===== src/rtl/fifo_rd_pkg.sv =====
// Shared constants and state encoding for the FIFO read-side burst controller.
// Pure declarations, no logic and no latency.
// Backpressure behaviour is defined by the modules that import this package.
package fifo_rd_pkg;

    localparam int DATA_W_DEF    = 8;
    localparam int BURST_LEN_MAX = 8;
    // Burst counter must hold BURST_LEN_MAX itself
    localparam int BCNT_W        = $clog2(BURST_LEN_MAX + 1);

    typedef logic [1:0] state_t;

    localparam logic [1:0] ST_IDLE  = 2'd0;
    localparam logic [1:0] ST_BURST = 2'd1;
    localparam logic [1:0] ST_FLUSH = 2'd2;

endpackage


===== src/rtl/rd_skid_buf.sv =====
// Two-entry in-order valid/ready buffer between FIFO capture and the consumer.
// Latency: a pushed word is visible on head_data/head_valid the cycle after the push.
// Backpressure: no push_ready; the producer must keep occupancy + in-flight <= 2.
module rd_skid_buf #(
    parameter int DATA_W = 8
) (
    input  logic              clk,
    input  logic              rst_n,
    input  logic              push,
    input  logic [DATA_W-1:0] push_data,
    output logic [DATA_W-1:0] head_data,
    output logic              head_valid,
    input  logic              head_ready,
    output logic [1:0]        occupancy
);

    logic [DATA_W-1:0] head;
    logic [DATA_W-1:0] tail;
    logic [1:0]        occ;
    logic              pop;

    assign pop        = head_valid && head_ready;
    assign head_data  = head;
    assign head_valid = (occ != 2'd0);
    assign occupancy  = occ;

    // Head only changes on a pop or on a push into an empty buffer, so it holds while stalled
    always_ff @(posedge clk or negedge rst_n) begin
        if (!rst_n) begin
            head <= '0;
            tail <= '0;
            occ  <= 2'd0;
        end else begin
            case ({push, pop})
                2'b10: begin
                    if (occ == 2'd0) head <= push_data;
                    else             tail <= push_data;
                    occ <= occ + 2'd1;
                end
                2'b01: begin
                    head <= tail;
                    occ  <= occ - 2'd1;
                end
                2'b11: begin
                    if (occ == 2'd1) begin
                        head <= push_data;
                    end else begin
                        head <= tail;
                        tail <= push_data;
                    end
                end
                default: ;
            endcase
        end
    end

endmodule


===== src/rtl/fifo_burst_reader.sv =====
// FIFO read-side controller: burst reads when >=8 words stored, paced drain on flush.
// Latency: r_en the cycle after the burst decision; word on m_valid 2 edges after its r_en edge.
// Backpressure: r_en only while buffer occupancy + in-flight (minus this cycle's pop) < 2.
module fifo_burst_reader
    import fifo_rd_pkg::*;
#(
    parameter int DATA_W    = DATA_W_DEF,
    parameter int BURST_LEN = BURST_LEN_MAX,
    parameter int CNT_W     = 16
) (
    input  logic              clk,
    input  logic              rst_n,
    input  logic              empty_flag,
    input  logic              almost_empty,
    input  logic [DATA_W-1:0] fifo_data,
    input  logic              flush,
    output logic              r_en,
    output logic [DATA_W-1:0] m_data,
    output logic              m_valid,
    input  logic              m_ready,
    output logic              burst_active,
    output logic              flush_done,
    output logic [CNT_W-1:0]  rd_count
);

    state_t            state;
    state_t            state_nxt;
    logic [BCNT_W-1:0] burst_cnt;
    logic              in_flight;
    logic              flush_pend;
    logic              go_burst;
    logic              go_flush;
    logic              flush_exit;
    logic [1:0]        occupancy;
    logic [2:0]        used;
    logic              credit_ok;

    // A word leaving the buffer this cycle frees its slot now, giving 1 word/cycle in a burst
    assign used      = {1'b0, occupancy} + {2'b00, in_flight} - {2'b00, m_valid && m_ready};
    assign credit_ok = (used < 3'd2);

    assign burst_active = (state != ST_IDLE);

    // in_flight also serves as the flush gap timer: it is high exactly the cycle after a read,
    // which is the cycle the FIFO flags still show the pre-read pointer
    always_comb begin
        state_nxt  = state;
        r_en       = 1'b0;
        go_burst   = 1'b0;
        go_flush   = 1'b0;
        flush_exit = 1'b0;
        case (state)
            ST_IDLE: begin
                // Decide only once the flags reflect the last read
                if (!in_flight) begin
                    if (flush_pend) begin
                        state_nxt = ST_FLUSH;
                        go_flush  = 1'b1;
                    end else if (!almost_empty) begin
                        state_nxt = ST_BURST;
                        go_burst  = 1'b1;
                    end
                end
            end
            ST_BURST: begin
                r_en = credit_ok;
                if (credit_ok && burst_cnt == BCNT_W'(1)) state_nxt = ST_IDLE;
            end
            ST_FLUSH: begin
                r_en = credit_ok && !empty_flag && !(almost_empty && in_flight);
                if (empty_flag && !in_flight && occupancy == 2'd0) begin
                    state_nxt  = ST_IDLE;
                    flush_exit = 1'b1;
                end
            end
            default: state_nxt = ST_IDLE;
        endcase
    end

    // FSM, burst counter, in-flight bit, flush request latch and done pulse
    always_ff @(posedge clk or negedge rst_n) begin
        if (!rst_n) begin
            state      <= ST_IDLE;
            burst_cnt  <= '0;
            in_flight  <= 1'b0;
            flush_pend <= 1'b0;
            flush_done <= 1'b0;
        end else begin
            state      <= state_nxt;
            in_flight  <= r_en;
            flush_done <= flush_exit;
            if (go_burst)
                burst_cnt <= BCNT_W'(BURST_LEN);
            else if (state == ST_BURST && r_en)
                burst_cnt <= burst_cnt - BCNT_W'(1);
            // A flush seen while already flushing is absorbed into the current drain
            if (go_flush)
                flush_pend <= 1'b0;
            else if (flush && state != ST_FLUSH)
                flush_pend <= 1'b1;
        end
    end

    // Delivered-word counter, wraps naturally
    always_ff @(posedge clk or negedge rst_n) begin
        if (!rst_n)
            rd_count <= '0;
        else if (m_valid && m_ready)
            rd_count <= rd_count + CNT_W'(1);
    end

    // The word read at edge N is on fifo_data after N and is captured at N+1
    rd_skid_buf #(
        .DATA_W (DATA_W)
    ) u_skid (
        .clk        (clk),
        .rst_n      (rst_n),
        .push       (in_flight),
        .push_data  (fifo_data),
        .head_data  (m_data),
        .head_valid (m_valid),
        .head_ready (m_ready),
        .occupancy  (occupancy)
    );

endmodule


===== config.mk =====
export PLATFORM = sky130hd
export DESIGN_NAME = fifo_burst_reader
export DESIGN_NICKNAME = d
export VERILOG_FILES = /design/src/rtl/fifo_rd_pkg.sv /design/src/rtl/rd_skid_buf.sv /design/src/rtl/fifo_burst_reader.sv
export SDC_FILE = /design/constraint.sdc
export NUM_CORES = 1
export LEC_CHECK = 0
export CORE_AREA = 4 4 76 107
export CTS_BUF_LIST = sky130_fd_sc_hd__clkbuf_8
export DETAILED_ROUTE_END_ITERATION = 10
export DIE_AREA = 0 0 80 111
export SLEW_MARGIN = 5
export SYNTH_ARGS = -nofsm -noshare
export SYNTH_HDL_FRONTEND = slang
export SYNTH_SLANG_ARGS = --single-unit
export TNS_END_PERCENT = 20

===== constraint.sdc =====
create_clock -name clk -period 3.1 [get_ports clk]
set_input_delay 0.775 -clock clk [delete_from_list [all_inputs] [get_ports clk]]
set_output_delay 0.775 -clock clk [all_outputs]
set_load 0.02 [all_outputs]

==> parameters.txt, run 1 <==
Parameter                              Value

Timing
  Fmax ... ~340 MHz
  Slew @ Worst Pin ... 959 ps
  Final Worst Setup Slack ... 136 ps
  Tcrit/Tclk final ... 95.6%
  Worst slew slack as a fraction of its limit ... about 36%
  Unrepaired setup endpoints after global routing ... no
  Number of endpoints failing setup at the final stage ... 0
  Final slew viol count ... 0
  Final hold viol count ... 0
  Min Clock Period, post-route ... 2960 ps
  Worst Skew ... 15.3 ps

Drt
  Vias/cell ... between 4 and 5
  Detailed-route via count ... around 1500
  First-pass iteration count of the detailed router ... 4
  Violation count after the first detailed-routing iteration ... 42
  Remaining design rule violation count ... 0
  Residual antenna-violating net count after detailed routing ... 0
  Post-DR wirelength/cell ... 12.3 um
  Detailed-route wire length ... 4.17 mm

Synth
  Synth top area cells ... sky130_fd_sc_hd__dfrtp_1, sky130_fd_sc_hd__xnor2_1, sky130_fd_sc_hd__ha_1
  Biggest area consumer among synthesized cells ... sky130_fd_sc_hd__dfrtp_1
  Count of flip-flops with a built-in enable after synthesis ... 0
  Area fraction of the dominant cell type after synthesis ... between 50 and 60%
  Count leader, synth ... sky130_fd_sc_hd__dfrtp_1
  Async set or reset register ratio after synthesis ... 100%
  Most instantiated flip-flop cell in the synthesis netlist ... sky130_fd_sc_hd__dfrtp_1
  Synthesized netlist net count ... 209
  Number of library cell types mapped by synthesis ... 36
  FF+latch count, synth ... 43
  Mean instance size in the synthesized netlist ... 11.3 um2
  Most common library cells after synthesis ... sky130_fd_sc_hd__dfrtp_1, sky130_fd_sc_hd__nand2_1, sky130_fd_sc_hd__xnor2_1
  Synth warn ... 0
  Synth Cell Area ... 0.00210 mm2
  Gate count of the mapped netlist ... 186
  Sequential share of the synthesized area ... 51.2%

Pwr
  Static power due to leakage ... 1.23 nW
  IR drop worst, VDD ... about 0.00044 V
  Power per Cell Area ... 878 mW/mm2
  Overall Power ... 0.00249 W

Worst setup path
  Crit path launch ... u_skid.occupancy[1]$_DFFE_PN0P_
  Slowest cell on crit path ... sky130_fd_sc_hd__fa_1
  Ordered cell list for the critical path ... inv_2 -> ha_4 -> nand2b_4 -> nor2_2 -> o21ai_2 -> fa_1 -> and2_4 -> o211a_1 -> buf_6
  Crit path required time ... 2320 ps
  Top fanout value on the critical path ... 3
  CP Launch Type ... flop
  Setup CP Type ... reg2out
  Reg-to-Reg Start ... u_skid.occupancy[1]$_DFFE_PN0P_
  Stage delay of the slowest cell on the critical path ... ~520 ps
  CP Data Arrival Time ... 2190 ps
  Capturing element type of the critical path ... primary output
  Worst R2R Setup Slack ... 760 ps
  Cell count of the worst reg-to-reg path ... 10

Global route
  Maximum number of pins on one net before global-route repair ... between 40 and 50
  Number of global-route vias before repair ... 1427
  First-pass GRT wire length ... 7.08 mm
  Global routing usage summed across all routing layers ... 10.0%
  Initial antenna violation count ... 0
  Sum of overflow across all layers after global routing ... 0

Clock network
  Clock latency at the later pin of the worst-skew pair ... roughly 290 ps
  Number of CTS-inserted buffers ... 5
  TritonCTS clock tree ... built
  Clock Tree Root ... sky130_fd_sc_hd__clkbuf_8
  Clk pin slew, worst setup/hold paths ... around 90 ps
  Clk sink count ... 43
  Buffers from clock root to sink, at most ... 2
  Htree depth ... 2
  Number of hold-repair buffers added at the cts stage ... 0

Place
  Buffers added on ports ... 41
  Post-place setup slack ... -715 ps
  Final weighted congestion of routability-driven global placement ... 0.758
  Placed wire-length estimate ... between 3 and 4 mm

Floorplanning
  Row count ... 37
  Placeable Area ... a little over 0.007 mm2
  Top-Level Pins ... 42
  Initial cell density of the core ... 29.1%
  Die width ... 80 um
  Floorplan die area ... approximately 0.0089 mm2
  Y dimension of the die ... 111 um

Layout
  Utilization of the core after routing ... 39.3%
  Number of nets in the finished design ... 266
  Combined flip-flop and latch cell area ... 0.00108 mm2
  Synth-to-Final Area Change ... 34.9%
  Fill cell total of the finished layout ... 751
  Multi-input gate area in the final layout ... 995 um2
  Fraction of layout cells with a size suffix above 1 ... between 10% and 20%
  Antenna cells ... 0

Status
  Run status ... finished clean

Hold path
  Hold path cells ... 1
  Worst min-delay path category ... reg2reg
  Min-delay src ... rd_count[15]$_DFFE_PN0P_

Flow run
  Max cap viols ... 0
cell type report:
cell class | instances | area share, %
Clock inverter | 2 | 1.19
Tap cell | 97 | 4.28
Clock buffer | 5 | 2.43
Timing Repair Buffer | 54 | 17.6
Sequential cell | 43 | 38.0
Multi-Input combinational cell | 128 | 35.1
Inverter | 11 | 1.46
layer usage:
metal  vias up  share of wire, %  wire length, um  global-route usage (%)
met1       723                44             1830                    12.7
met2        26                50             2100                    16.3
met5         -                 0                0                       0
li1        746                 -                -                       -
met3         4               4.5              186                    2.44
met4         0               1.2               51                    3.72
repair_timing:
action                                  in CTS  in global routing
endpoints found under the hold margin        0                  0
pin swaps                                    1                  2
setup buffers                                0                  1
gates resized for setup                     13                  8
endpoints found under the setup margin       1                  1
worst max-delay path: cells and delay by family, from the launching register on:
family	cells	cell delay, ps
AO/OA/AOI/OAI	2	250
adder cells (fa/ha/maj)	2	690
AND/OR/NAND/NOR	3	410
buffers and inverters	2	180
flip-flops	1	370
worst paths after layout:
check                                      endpoint
min                        rd_count[15]$_DFFE_PN0P_
min in group asynchronous  rd_count[10]$_DFFE_PN0P_
max reg2reg                    state[1]$_DFFE_PN0P_
max in group asynchronous   rd_count[4]$_DFFE_PN0P_
max                                            r_en
min reg2reg                rd_count[15]$_DFFE_PN0P_
registers in the layout, indices dropped and copies added (netlist names), 2 cells and up:
| register | cells |
|---|---|
| u_skid.tail | 8 |
| state | 2 |
| rd_count | 16 |
| u_skid.head_data | 8 |
| burst_cnt | 4 |
| u_skid.occupancy | 2 |
metrics by stage:
step,setup TNS (ps),cell area (um2),hold slack (ps),instances
after global routing,0,2840,504,340
after global placement,-674,2690,461,332
after CTS,0,2810,478,339
final,0,2840,472,340
after floorplan,0,2100,479,186
after detailed placement,-715,2690,466,332
cells by family after synthesis:
family	after synthesis	share of synthesized area (%)
AO/OA/AOI/OAI	19	6.61
buffers and inverters	15	3.45
flip-flops	43	51.2
multiplexers	18	9.05
AND/OR/NAND/NOR	61	15.2
adder cells (fa/ha/maj)	9	5.71
XOR/XNOR	21	8.75
report_power, final:
group          total (W)  internal (W)  switching (W)  leakage (nW)
Sequential      0.000896      0.000756       0.000140         0.543
Combinational    0.00118      0.000602       0.000574         0.634
Clock           0.000417      0.000233       0.000184        0.0554
cell usage in the layout, fill, tap and decap left out, types with 2 or more instances in the layout:
cell                               n
sky130_fd_sc_hd__a21oi_1           3
sky130_fd_sc_hd__and3_1            4
sky130_fd_sc_hd__buf_4            13
sky130_fd_sc_hd__clkbuf_8          5
sky130_fd_sc_hd__clkdlybuf4s50_1  38
sky130_fd_sc_hd__dfrtp_1          43
sky130_fd_sc_hd__ha_1              7
sky130_fd_sc_hd__inv_1             9
sky130_fd_sc_hd__inv_2             3
sky130_fd_sc_hd__mux2_2            8
sky130_fd_sc_hd__mux2i_1          10
sky130_fd_sc_hd__nand2_1          21
sky130_fd_sc_hd__nand2b_1          3
sky130_fd_sc_hd__nand3_1           6
sky130_fd_sc_hd__nand4_1           7
sky130_fd_sc_hd__nor2_1            7
sky130_fd_sc_hd__nor3_1            2
sky130_fd_sc_hd__o21ai_0           8
sky130_fd_sc_hd__xnor2_1          18
sky130_fd_sc_hd__xor2_1            3
(Power assumes the default switching activity.)
==> run 2: changes to the inputs <==
--- a/config.mk
+++ b/config.mk
@@ -5,10 +5,13 @@
 export SDC_FILE = /design/constraint.sdc
 export NUM_CORES = 1
 export LEC_CHECK = 0
+export CELL_PAD_IN_SITES_DETAIL_PLACEMENT = 1
+export CELL_PAD_IN_SITES_GLOBAL_PLACEMENT = 2
 export CORE_AREA = 4 4 76 107
 export CTS_BUF_LIST = sky130_fd_sc_hd__clkbuf_8
 export DETAILED_ROUTE_END_ITERATION = 10
 export DIE_AREA = 0 0 80 111
+export PLACE_DENSITY_LB_ADDON = 0.1
 export SLEW_MARGIN = 5
 export SYNTH_ARGS = -nofsm -noshare
 export SYNTH_HDL_FRONTEND = slang
==> parameters.txt, run 2 (synthesis gave the netlist of run 1 again) <==
Parameter                              Value

Worst setup path
  Cell repeated most along the worst path ... sky130_fd_sc_hd__buf_4
  Ordered cell list for the critical path ... inv_2 -> ha_4 -> nand2b_4 -> buf_4 -> buf_4 -> buf_4 -> buf_4 -> buf_4 -> buf_4 -> buf_4 -> buf_4 -> buf_4 -> buf_4 -> buf_4 -> buf_4 -> buf_4 -> buf_4 -> buf_4 -> buf_4 -> buf_4 -> xnor2_1
  Capturing element type of the critical path ... flop
  CP Launch Type ... flop
  Setup CP Type ... reg2reg
  CP Data Arrival Time ... 3200 ps
  Crit path required time ... 3280 ps
  Top fanout value on the critical path ... 3
  Slowest cell on crit path ... sky130_fd_sc_hd__dfrtp_1
  Stage delay of the slowest cell on the critical path ... 370 ps

Layout
  Max FFs per register ... 16
  Synth-to-Final Area Change ... 41.1%
  Final cell area excluding filler cells ... around 0.0030 mm2
  Register with the highest flop count ... rd_count
  Fraction of layout cells with a size suffix above 1 ... 25.8%
  Highest-count cells in the layout ignoring fill and taps ... sky130_fd_sc_hd__dfrtp_1, sky130_fd_sc_hd__clkdlybuf4s50_1, sky130_fd_sc_hd__buf_4
  Number of nets in the finished design ... 286
  Most common cell after layout, fill and taps aside ... sky130_fd_sc_hd__dfrtp_1
  Antenna cells ... 0

Pwr
  Sequential cell fraction of total power ... 34.7%
  Share of total power in the clock network ... 13.6%
  Switching share of power ... a little under two fifths
  Static power due to leakage ... about 1.3 nW
  Combinational fraction of design power ... 51.7%
  Power per Cell Area ... 874 mW/mm2
  Switching power of the nets ... between 0.0009 and 0.001 W
  Internal Power ... roughly 0.0016 W
  IR drop worst, VDD ... 0.000326 V

Drt
  Detailed-route via count ... 1644
  Remaining design rule violation count ... 0
  Violation count after the first detailed-routing iteration ... 35
  First-pass iteration count of the detailed router ... 4
  Vias/cell ... 4.55
  Residual antenna-violating net count after detailed routing ... 0
  Detailed-route wire length ... 5.37 mm
  Post-DR wirelength/cell ... 14.9 um

Timing
  Slew @ Worst Pin ... between 1000 and 1500 ps
  Final slew viol count ... 0
  Fmax ... roughly 330 MHz
  Number of endpoints failing setup at the final stage ... 0
  Tcrit/Tclk final ... 97.6%
  Worst Skew ... 8.15 ps
  Final Worst Setup Slack ... 73.0 ps
  Final hold viol count ... 0
  Min Clock Period, post-route ... 3030 ps
  Worst slew slack as a fraction of its limit ... 31.2%
  Final sum of negative setup slack ... 0 ps

Clock network
  Clk sink count ... 43
  Number of hold-repair buffers added at the cts stage ... 0
  Htree depth ... 2
  Buffers from clock root to sink, at most ... 2
  Clk pin slew, worst setup/hold paths ... 90 ps
  TritonCTS clock tree ... built
  Clock Tree Root ... sky130_fd_sc_hd__clkbuf_8
  Number of CTS-inserted buffers ... 5
  Clock latency at the later pin of the worst-skew pair ... between 200 and 300 ps

Global route
  Number of global-route vias before repair ... between 1500 and 2000
  First-pass GRT wire length ... roughly 9 mm
  Global-route track usage on met2 ... 22.5%
  Sum of overflow across all layers after global routing ... 0
  Global routing usage summed across all routing layers ... 12.6%
  Met3 Usage GRT ... 3.01%
  GR Layer Usage met1 ... 14.1%
  Maximum number of pins on one net before global-route repair ... 44
  Most heavily used metal layer in global routing ... met2
  Initial antenna violation count ... 0

Place
  Final weighted congestion of routability-driven global placement ... roughly 0.83
  Placed cell area ... roughly 0.0027 mm2
  Placed wire-length estimate ... 3.78 mm
  Post-place setup slack ... -753 ps
  Buffers added on ports ... 41

Flow run
  Max cap viols ... 0

Floorplanning
  Top-Level Pins ... 42
  Row count ... 37
  Y dimension of the die ... ~110 um
  Floorplan die area ... 0.00888 mm2
  Placeable Area ... 0.00722 mm2
  Initial cell density of the core ... between 20% and 30%
  Die width ... 80 um

Status
  Run status ... finished clean

Hold path
  Worst min-delay path category ... reg2reg
-- run 2: cell types whose count changed in the layout (fill, tap and decap cells not counted) --
| cell | change |
|---|---|
| sky130_fd_sc_hd__clkinv_2 | +1 |
| sky130_fd_sc_hd__bufinv_16 | -1 |
| sky130_fd_sc_hd__nor2_2 | +1 |
| sky130_fd_sc_hd__clkinvlp_4 | +1 |
| sky130_fd_sc_hd__nor2_4 | -1 |
| sky130_fd_sc_hd__buf_6 | +1 |
| sky130_fd_sc_hd__buf_4 | +19 |
-- run 2: stage by stage --
stage | hold WS [ps] | utilization (%) | instances | total power (W)
5_1_grt | 494 | 41.1 | 361 | 0.00279
3_5_place_dp | 472 | 37.5 | 335 | 0.00210
6_report | 478 | 41.1 | 361 | 0.00259
3_3_place_gp | 464 | 37.5 | 335 | 0.00205
2_1_floorplan | 479 | - | 186 | 0.00158
4_1_cts | 487 | 40.5 | 359 | 0.00256
-- run 2: final cells by class --
| class | instances | area (um2) |
|---|---|---|
| Fill cell | 829 | 4260 |
| Sequential cell | 43 | 1080 |
| Multi-Input combinational cell | 128 | 990 |
| Timing Repair Buffer | 74 | 653 |
| Tap cell | 97 | 121 |
| Clock buffer | 5 | 68.8 |
| Inverter | 11 | 41.3 |
| Clock inverter | 3 | 16.3 |
-- run 2: path summary, 6_finish.rpt --
| kind | start | endpoint | slack (ps) | cells past startpoint |
|---|---|---|---|---|
| worst max-delay path | u_skid.occupancy[1]$_DFFE_PN0P_ | rd_count[0]$_DFFE_PN0P_ | 70 | 21 |
| worst min-delay path | rd_count[15]$_DFFE_PN0P_ | rd_count[15]$_DFFE_PN0P_ | 480 | 1 |
| worst max register to register | u_skid.occupancy[1]$_DFFE_PN0P_ | rd_count[0]$_DFFE_PN0P_ | 70 | 21 |
| worst min register to register | rd_count[15]$_DFFE_PN0P_ | rd_count[15]$_DFFE_PN0P_ | 480 | 1 |
| max in group asynchronous | rst_n | u_skid.occupancy[1]$_DFFE_PN0P_ | 1790 | 1 |
| min in group asynchronous | rst_n | u_skid.head_data[5]$_DFFE_PN0P_ | 640 | 1 |
-- run 2: repair_timing --
action                                  4_1_cts  5_1_grt
endpoints found under the hold margin         0        0
gates resized for setup                      11       10
endpoints found under the setup margin        1        3
pin swaps                                     1        0
setup buffers                                16        2
-- run 2: worst max-delay path: cells and delay by family, from the launching register on --
kind / cells / cell delay [ps]
buffers and inverters: 18 / 2130
DFF: 1 / 370
adders and majority gates: 1 / 170
and+or+nand+nor: 1 / 140
xor gates and xnor gates: 1 / 110
-- run 2: power by group through the flow --
stage | registers (W) | logic [W] | clock network [W]
2_1_floorplan | 0.000995 | 0.000583 | 0
3_3_place_gp | 0.000899 | 0.00115 | 0
3_5_place_dp | 0.000912 | 0.00119 | 0
4_1_cts | 0.000900 | 0.00128 | 0.000377
5_1_grt | 0.000929 | 0.00146 | 0.000399
6_report | 0.000899 | 0.00134 | 0.000354
-- run 2: per-layer routing --
layer / part of all wire [%] / routed length [um]
met4: 2.3 / 121
met3: 3.6 / 193
met1: 41 / 2190
met5: 0 / 0
met2: 53 / 2870
==> run 3: changes to the inputs <==
==> constraint.sdc (replaced) <==
create_clock -name clk -period 2.62 [get_ports clk]
set_input_delay 0.655 -clock clk [delete_from_list [all_inputs] [get_ports clk]]
set_output_delay 0.655 -clock clk [all_outputs]
set_load 0.02 [all_outputs]
==> parameters.txt, run 3 (synthesis gave the netlist of run 1 again) <==
Parameter                              Value

Pwr
  Share of total power in the clock network ... ~19%
  Combinational fraction of design power ... 48.7%
  Power per Cell Area ... 1090 mW/mm2
  Sequential cell fraction of total power ... 32.7%
  IR drop worst, VDD ... approximately 0.00046 V
  Switching power of the nets ... 0.00116 W
  Switching share of power ... 35.6%
  Overall Power ... 0.00326 W
  Static power due to leakage ... 1.30 nW
  Internal Power ... 0.00210 W

Worst setup path
  CP Data Arrival Time ... 2190 ps
  Top fanout value on the critical path ... 3
  Crit path launch ... u_skid.occupancy[0]$_DFFE_PN0P_
  CP Launch Type ... flop
  Setup CP Type ... reg2out
  Reg-to-Reg Start ... u_skid.occupancy[0]$_DFFE_PN0P_
  Capturing element type of the critical path ... primary output
  Crit path required time ... 1970 ps
  Cell count of the worst reg-to-reg path ... 11

Floorplanning
  Placeable Area ... 0.00722 mm2
  Row count ... 37
  Floorplan die area ... roughly 0.0089 mm2
  Initial cell density of the core ... 29.1%
  Die width ... 80 um
  Y dimension of the die ... 111 um
  Top-Level Pins ... between 40 and 50

Timing
  Fmax ... 351 MHz
  Unrepaired setup endpoints after global routing ... yes
  Worst Skew ... 6.75 ps
  Number of endpoints failing setup at the final stage ... 1
  Final slew viol count ... 0
  Slew @ Worst Pin ... 547 ps
  Worst slew slack as a fraction of its limit ... 63.3%
  Min Clock Period, post-route ... 2850 ps
  Final Worst Setup Slack ... -229 ps
  Final hold viol count ... 0
  Final sum of negative setup slack ... -229 ps
  Tcrit/Tclk final ... 109%

Hold path
  Worst min-delay path category ... in2async

Clock network
  Htree depth ... 2
  Clk sink count ... 43
  Clock Tree Root ... sky130_fd_sc_hd__clkbuf_8
  Clk pin slew, worst setup/hold paths ... 80 ps
  Buffers from clock root to sink, at most ... 2
  Number of CTS-inserted buffers ... 5
  Clock latency at the later pin of the worst-skew pair ... 290 ps
  TritonCTS clock tree ... built

Status
  Violated checks ... negative setup slack
  Run status ... finished, violations left

Place
  Final weighted congestion of routability-driven global placement ... 0.840
  Post-place setup slack ... -1020 ps
  Cell Count Post-Placement ... 336
  Placed wire-length estimate ... 4.11 mm
  Buffers added on ports ... ~40

Layout
  Register with the highest flop count ... rd_count
  Most common cell after layout, fill and taps aside ... sky130_fd_sc_hd__dfrtp_1
  Fill cell total of the finished layout ... 816
  Fraction of layout cells with a size suffix above 1 ... 24.4%
  Number of nets in the finished design ... roughly 280
  Highest-count cells in the layout ignoring fill and taps ... sky130_fd_sc_hd__dfrtp_1, sky130_fd_sc_hd__clkdlybuf4s50_1, sky130_fd_sc_hd__buf_4
  Utilization of the core after routing ... 41.3%
  Count of placed standard cells in the final layout, fillers left out ... around 350
  Synth-to-Final Area Change ... 41.9%
  Antenna cells ... 0
  Max FFs per register ... 16

Drt
  Detailed-route via count ... 1577
  First-pass iteration count of the detailed router ... 4
  Detailed-route wire length ... around 5.2 mm
  Violation count after the first detailed-routing iteration ... 64
  Post-DR wirelength/cell ... 14.8 um
  Residual antenna-violating net count after detailed routing ... 0
  Vias/cell ... about 4.5
  Remaining design rule violation count ... 0

Global route
  Number of global-route vias before repair ... 1736
  Global routing usage summed across all routing layers ... 12.4%
  Met3 Usage GRT ... under 10%
  Global-route track usage on met2 ... 23.1%
  Sum of overflow across all layers after global routing ... 0
  Most heavily used metal layer in global routing ... met2
  Initial antenna violation count ... 0
  GR Layer Usage met1 ... 13.9%
  First-pass GRT wire length ... between 8 and 9 mm
  Maximum number of pins on one net before global-route repair ... 18

Flow run
  Max cap viols ... 0
## run 3: worst max-delay path: stages (launching register included)
cell	delay [ps]
sky130_fd_sc_hd__dfrtp_1	380
sky130_fd_sc_hd__inv_2	60
sky130_fd_sc_hd__ha_4	170
sky130_fd_sc_hd__nand2b_4	150
sky130_fd_sc_hd__nor2_4	130
sky130_fd_sc_hd__o21ai_2	70
sky130_fd_sc_hd__fa_2	540
sky130_fd_sc_hd__and2_4	150
sky130_fd_sc_hd__o211a_4	150
sky130_fd_sc_hd__buf_6	110
## run 3: final timing paths
kind,end,slack [ps]
worst max register to register,state[1]$_DFFE_PN0P_,110
worst min register to register,rd_count[15]$_DFFE_PN0P_,470
worst min-delay path,rd_count[15]$_DFFE_PN0P_,250
max in group asynchronous,u_skid.occupancy[1]$_DFFE_PN0P_,1810
worst max-delay path,r_en,-230
min in group clk,rd_count[15]$_DFFE_PN0P_,470
## run 3: what timing repair did
| action | in CTS | in global routing |
|---|---|---|
| endpoints found under the setup margin | 5 | 3 |
| endpoints found under the hold margin | 0 | 0 |
| hold buffers | 0 | 0 |
| gates resized for setup | 14 | 1 |
| pin swaps | 5 | 4 |
| buffers inserted | 4 | 3 |
## run 3: area by class of cell
cell class	instances	area, um2	area share (%)
well taps	97	121	4.07
clock inverters	3	63.8	2.14
inverters	11	41.3	1.38
repair buffers	64	584	19.6
multi-input cells	128	1030	34.4
clock buffers	5	68.8	2.31
flip-flops and latches	43	1080	36.1
## run 3: through the flow
| stage | hold slack, ps | cell area [um2] |
|---|---|---|
| after floorplan | 359 | 2150 |
| after global placement | 461 | 2770 |
| after detailed placement | 464 | 2770 |
| after CTS | 256 | 2950 |
| after global routing | 261 | 2980 |
| final | 253 | 2980 |
## run 3: routing by layer
layer | part of all wire [%] | wire length [um]
met5 | 0 | 0
met3 | 3.2 | 167
met2 | 58 | 3000
met1 | 38 | 1990
met4 | 0.85 | 44
## run 3: power groups by stage
stage	Clock (W)	Sequential, W	Combinational (W)
4_1_cts	0.000626	0.00107	0.00158
3_5_place_dp	0	0.00108	0.00150
2_1_floorplan	0	0.00119	0.000769
3_3_place_gp	0	0.00107	0.00143
5_1_grt	0.000654	0.00111	0.00173
6_report	0.000605	0.00107	0.00159
